[src/rtl/imem_loader.sv]
// Streams host bytes into the instruction store through a byte write port, little-endian.
// Optional trailing checksum byte is enabled with `define IMEM_LOADER_CHECKSUM_EN.
module imem_loader #(
    parameter int unsigned ADDR_W = 7,
    parameter int unsigned DEPTH  = 80,
    parameter int unsigned LEN_W  = 5
) (
    input  logic              clk,
    input  logic              reset,
    input  logic              start,
    input  logic [ADDR_W-1:0] base_addr,
    input  logic [LEN_W-1:0]  len_words,
    input  logic              in_valid,
    input  logic [7:0]        in_data,
    output logic              in_ready,
    output logic              wr_en,
    output logic [ADDR_W-1:0] wr_addr,
    output logic [7:0]        wr_data,
    output logic              busy,
    output logic              done,
    output logic              err
);

    localparam int unsigned CNT_W = LEN_W + 2;
    localparam int unsigned SPAN_W = ADDR_W + 3;

    typedef enum logic [1:0] {StIdle, StLoad, StDone} state_e;

    state_e            state_q, state_d;
    logic [CNT_W-1:0]  cnt_q, end_q;
    logic [ADDR_W-1:0] addr_q;
    logic [SPAN_W-1:0] span;
    logic              start_ok, load_go, accept, data_acc, finish;
    logic              done_set, err_set;

    // Range check is done wide enough that base + 4*len can never wrap.
    assign span     = SPAN_W'(base_addr) + SPAN_W'({len_words, 2'b00});
    assign start_ok = (base_addr[1:0] == 2'b00) && (span <= SPAN_W'(DEPTH));
    assign load_go  = (state_q == StIdle) && start && start_ok;
    assign accept   = in_valid && in_ready;

`ifdef IMEM_LOADER_CHECKSUM_EN
    logic [7:0] sum_q;
    logic       sum_ok_q;
    logic       in_csum;

    // Once all data bytes are in, the next accepted byte is the checksum.
    assign in_csum  = (cnt_q == end_q);
    assign data_acc = accept && !in_csum;
    assign finish   = accept && in_csum;
    assign done_set = (state_q == StDone) && sum_ok_q;
    assign err_set  = ((state_q == StIdle) && start && !start_ok) ||
                      ((state_q == StDone) && !sum_ok_q);

    always_ff @(posedge clk) begin
        if (reset) begin
            sum_q    <= 8'h00;
            sum_ok_q <= 1'b0;
        end else begin
            if (load_go) begin
                sum_q <= 8'h00;
            end else if (data_acc) begin
                sum_q <= sum_q + in_data;
            end
            if (finish) begin
                sum_ok_q <= ((sum_q + in_data) == 8'h00);
            end
        end
    end
`else
    assign data_acc = accept;
    assign finish   = accept && ((cnt_q + CNT_W'(1)) == end_q);
    assign done_set = (state_q == StDone);
    assign err_set  = (state_q == StIdle) && start && !start_ok;
`endif

    always_ff @(posedge clk) begin
        if (reset) begin
            state_q <= StIdle;
        end else begin
            state_q <= state_d;
        end
    end

    always_comb begin
        state_d = state_q;
        unique case (state_q)
            StIdle: begin
                if (load_go) begin
`ifdef IMEM_LOADER_CHECKSUM_EN
                    state_d = StLoad;
`else
                    state_d = (len_words == '0) ? StDone : StLoad;
`endif
                end
            end
            StLoad: begin
                if (finish) begin
                    state_d = StDone;
                end
            end
            StDone:  state_d = StIdle;
            default: state_d = StIdle;
        endcase
    end

    always_comb begin
        in_ready = (state_q == StLoad);
        busy     = (state_q != StIdle);
    end

    always_ff @(posedge clk) begin
        if (reset) begin
            cnt_q   <= '0;
            end_q   <= '0;
            addr_q  <= '0;
            wr_en   <= 1'b0;
            wr_addr <= '0;
            wr_data <= 8'h00;
            done    <= 1'b0;
            err     <= 1'b0;
        end else begin
            wr_en <= data_acc;
            done  <= done_set;
            err   <= err_set;
            if (data_acc) begin
                wr_addr <= addr_q;
                wr_data <= in_data;
                addr_q  <= addr_q + ADDR_W'(1);
                cnt_q   <= cnt_q + CNT_W'(1);
            end
            if (load_go) begin
                cnt_q  <= '0;
                addr_q <= base_addr;
                end_q  <= {len_words, 2'b00};
            end
        end
    end

endmodule

[config.mk]
export PLATFORM = sky130hd
export DESIGN_NAME = imem_loader
export DESIGN_NICKNAME = d
export VERILOG_FILES = /design/src/rtl/imem_loader.sv
export SDC_FILE = /design/constraint.sdc
export NUM_CORES = 1
export LEC_CHECK = 0
export ABC_AREA = 1
export CAP_MARGIN = 20
export CORE_ASPECT_RATIO = 0.75
export CORE_MARGIN = 8
export CORE_UTILIZATION = 40
export DETAILED_ROUTE_END_ITERATION = 7
export GPL_TIMING_DRIVEN = 0
export PLACE_DENSITY_LB_ADDON = 0.15
export SLEW_MARGIN = 20
export SYNTH_ARGS = -nofsm -noshare
export SYNTH_HDL_FRONTEND = slang
export SYNTH_SLANG_ARGS = --single-unit
[constraint.sdc]
create_clock -name clk -period 6.6 [get_ports clk]
set_input_delay 1.32 -clock clk [delete_from_list [all_inputs] [get_ports clk]]
set_output_delay 1.32 -clock clk [all_outputs]
set_load 0.01 [all_outputs]
==> reports/results.txt, run 1 <==
In the final routed layout, each cell accounts on average for 12.6 um. The endpoint of the worst-slack reg-to-reg timing path was state_q[1]. Clock-pin slew was measured on the worst setup and hold paths at 0.08 ns. The most congested layer reported by global routing was met2.

The die extent in x is 99.1 um. The logs give 19.9% for the met2 usage and 32 for the count of different cell masters after synthesis. The height of the die works out to 78.3 um.

Of the total synthesized cell area, the portion taken by AND, OR, NAND and NOR gates is 32.7%. The peak per-stage delay on the critical path is 0.51 ns, and the time the final worst path needs with I/O delays and setup is 3.38 ns. The run gives 4 as the detailed-routing iteration count for the pre-antenna-repair pass. Final hold analysis gives a worst-case slack of 0.464 ns. Slowest library cell on the worst path: clkdlybuf4s50_1.

The kind of cell adding the most delay to the critical path was simple AND/OR/NAND/NOR gates. Sorting the synthesized cells by area gives the leading types as dfxtp_1, nand2_1, a21oi_1. Once the clock tree was built, the setup fixing pass inserted 0 buffers. Summing the areas of all compound-gate instances in the mapped netlist gives 11.7% of the synthesized area. The number of clock buffers added by TritonCTS is 5. The tools report the maximum achievable frequency as 296 MHz. The number of maximum-capacitance constraint violations came out at 0.

The biggest area consumer among synthesized cells was dfxtp_1. The data arrival time of the worst path was 3.55 ns. For this run the aggregate overflow at the end of global routing stands at 0. The tools report the sequential-to-total area share from yosys stat as 37.7%. Counting every sink on the clock net gives 39. The number of vias per cell was 4.88; the share of the clock period used by the worst path was 51.2%. The portion of synthesized cell area occupied by the leading cell type came out at 37.7%. Mean area per synthesized cell: 7.24 um^2.

In this run the most critical hold path is launched from wr_data[3]. By area, the combinational part of the netlist is dominated by simple AND/OR/NAND/NOR gates. The HPWL after detailed placement is 3860 um.

The setup slack after layout came out at 3.22 ns. For the pin count of the biggest net entering global routing, the log shows 13. The worst setup path is launched from an input port. For the antenna violation net count after detailed routing, the log shows 0. The worst hold path terminates at wr_data[3].

The logs give 1924 for the number of global-route vias before repair and 367 for the number of nets at the end of the flow. The post-synth design cell area was 2070 um^2; the number of gates resized after CTS was 0. The total I/O pin count is 44, and the pre-CTS worst setup slack is 2.92 ns. The clock passes through at most 2 buffers. The fraction of synthesized cell area in xor and xnor cells came out at 3.63%. By count the netlist is led by nand2_1, dfxtp_1, inv_1, a21oi_1, nor2_1.

Measured against the total synthesized area, the mux share comes to 0%. The total track usage is 13.6%, and the final worst clock skew is 0.00230 ns. The met3 track demand over resource was 5.37%; the synthesis-to-finish area growth was 28.0%. The most used flip-flop cell after synthesis is dfxtp_1.

The number of buffers inserted by port buffering was 42; the leakage power was 1.09 nW. Setup total negative slack: 0 ns. The cell with the most instances after synthesis was nand2_1.

The path class of the tightest hold or removal check is flop to flop. CTS placed an instance of clkbuf_8 at the clock tree root. After Yosys synthesis, full adders, half adders and majority gates account for 5.20% of the synthesized area. The fraction of final layout cells sized beyond drive strength 1 was 10.1%; the number of instances in the synthesized netlist was 286. The run gives 2650 um^2 as the final instance area. The critical path in this run is classified as input port to flop. Counting flops with a built-in enable in the synthesized netlist gives 0. In this run the worst path has a maximum fanout of 10.

Global routing consumed, on the met1 layer, 18.4% of the routing resources. The worst hold path was traced through 2 stages. The number of antenna violations at the first check in global routing was 0; the post-synthesis register bit count was 39. The total inserted antenna cells was 0.

The run finished with clean final reports. The floorplan has 22 rows. When the netlist entered floorplanning its net count stood at 318. The tools report the initial DRC count as 100.

Kind of capture point of the worst setup path: a flop. The worst register-to-register path has a depth of 8. Critical path required time: 6.78 ns.

The most used cell along the critical path was nand3_4. Final setup violation count: 0. The area of placed instances was 2560 um^2; the power per standard cell area was 178 nW/um^2. The remaining routing DRC violations was 0.

For the max-slew violation count, the log shows 0. Setup repair after global routing left no endpoint under its margin. The logs give 7760 um^2 for the area of the die and 0.28 ns for the clock latency on the worst-skew pair.

The startpoint identified for the worst register-to-register timing path is cnt_q[0]. Together, buffers and inverters on the worst path number 2. The floorplan core area was 4930 um^2. For the number of endpoints with negative hold slack in the final report, the log shows 0. Yosys printed 0 warnings. The signal on the critical path passes through clkdlybuf4s50_1, ha_1, fa_1, or2_1, nor2_2, nand3_2, nand3_4, nand3_4, buf_8, o21ai_1, a21oi_1. For the first-pass GRT wire length, the log shows 8660 um.

The total vias in the final route is 1932, and the number of buffers inserted for hold repair after clock tree synthesis is 0. The peak supply drop was 0.000102 V; the headroom to the max-slew limit was 57.9%. The number of levels in the clock H-tree came out at 2.

TritonCTS built the clock tree. In this run the register-to-register setup slack is 5.02 ns. The actual slew at the worst max-slew pin works out to 0.631 ns. After detailed routing, the total wire length is 4980 um. For this configuration, the core starts out at a cell density of 42.0%. The run gives 0.790 as the final weighted congestion in routability-driven placement. Counting flops with an async set or reset pin after synthesis yields a share of 0%. For the overall power consumption, the log shows 0.472 mW.
## power breakdown
group          switching [mW]  leakage, nW  internal [mW]  total [mW]
clock network          0.0819       0.0477         0.0723       0.154
logic                  0.0405        0.727         0.0342      0.0747
registers             0.00334        0.315          0.240       0.243
## cells by family after synthesis
| group | after synthesis |
|---|---|
| compound gates | 42 |
| xor+xnor | 7 |
| fa+ha+maj | 8 |
| buf+inv | 43 |
| flops | 39 |
| simple gates | 147 |
## layout make-up
| type | count | area [um^2] |
|---|---|---|
| clock inverters | 3 | 15.0 |
| flip-flops and latches | 39 | 781 |
| multi-input cells | 204 | 1100 |
| repair buffers | 42 | 420 |
| fillers | 480 | 2280 |
| plain buffers | 11 | 66.3 |
| clock buffers | 5 | 68.8 |
| inverters | 32 | 120 |
| well taps | 60 | 75.1 |
## stage by stage
stage	std cells	utilization [%]
3_3_place_gp	388	52.1
5_1_grt	396	53.8
3_5_place_dp	388	52.1
2_1_floorplan	286	-
6_report	396	53.8
4_1_cts	396	53.8
## how the worst max path moves through the flow
stage                            start  endpoint  depth (start not counted)
after floorplan           base_addr[2]  end_q[5]                         10
after global placement    len_words[0]  end_q[5]                         11
after detailed placement  len_words[0]  end_q[5]                         11
after CTS                 len_words[0]  end_q[5]                         11
after global routing      len_words[0]  end_q[5]                         11
final                     len_words[0]  end_q[5]                         11
## worst reg2reg max path, cell delays in order, from the launching register on
cell,delay [ns]
dfxtp_1,0.40
ha_1,0.22
nand4_1,0.13
nor2_1,0.21
xnor3_1,0.24
nand3b_1,0.09
nand2_1,0.07
nand2_1,0.06
nor2_1,0.04
## registers in the layout (all words and copies together) (netlist names)
name	cells
cnt_q	7
wr_en	1
wr_addr	7
done	1
end_q	5
state_q	2
wr_data	8
addr_q	7
err	1
## placed cells by master (no fill, tap or decap), drive strengths merged
master         Yosys  final
xnor2              1      1
clkbuf             4      9
xnor3              1      1
buf                7      7
nand2             86     86
clkinv             1      4
dfxtp             39     39
fa                 1      1
nand3             24     24
nand4              8      8
xor2               5      5
a21oi             33     33
nor2              25     25
or2                1      1
and3               1      1
a31o               1      1
a32o               1      1
o21ai              5      5
nand3b             1      1
inv               31     31
clkdlybuf4s50      0     42
ha                 7      7
nor3               1      1
a211oi             2      2
## per-layer routing
layer	up-vias	routed length, um
met1	857	2530
met2	53	2000
met4	0	17
met3	2	432
met5	-	0
li1	1020	-
Note: power is estimated with default switching activity, not from simulation.
==> inputs of run 2 (changes only) <==
==> constraint.sdc (replaced) <==
create_clock -name clk -period 3.4 [get_ports clk]
set_input_delay 0.68 -clock clk [delete_from_list [all_inputs] [get_ports clk]]
set_output_delay 0.68 -clock clk [all_outputs]
set_load 0.01 [all_outputs]
==> results of run 2 <==
The final DEF is identical to that of run 1. Status: finished clean.
Among the figures that moved: setup slack after placement 2.92 ns -> 0.364 ns; setup slack after layout 3.22 ns -> 0.663 ns; register-to-register setup slack 5.02 ns -> 1.82 ns; total power 0.472 mW -> 0.916 mW; worst IR drop on VDD 0.000102 V -> 0.000198 V
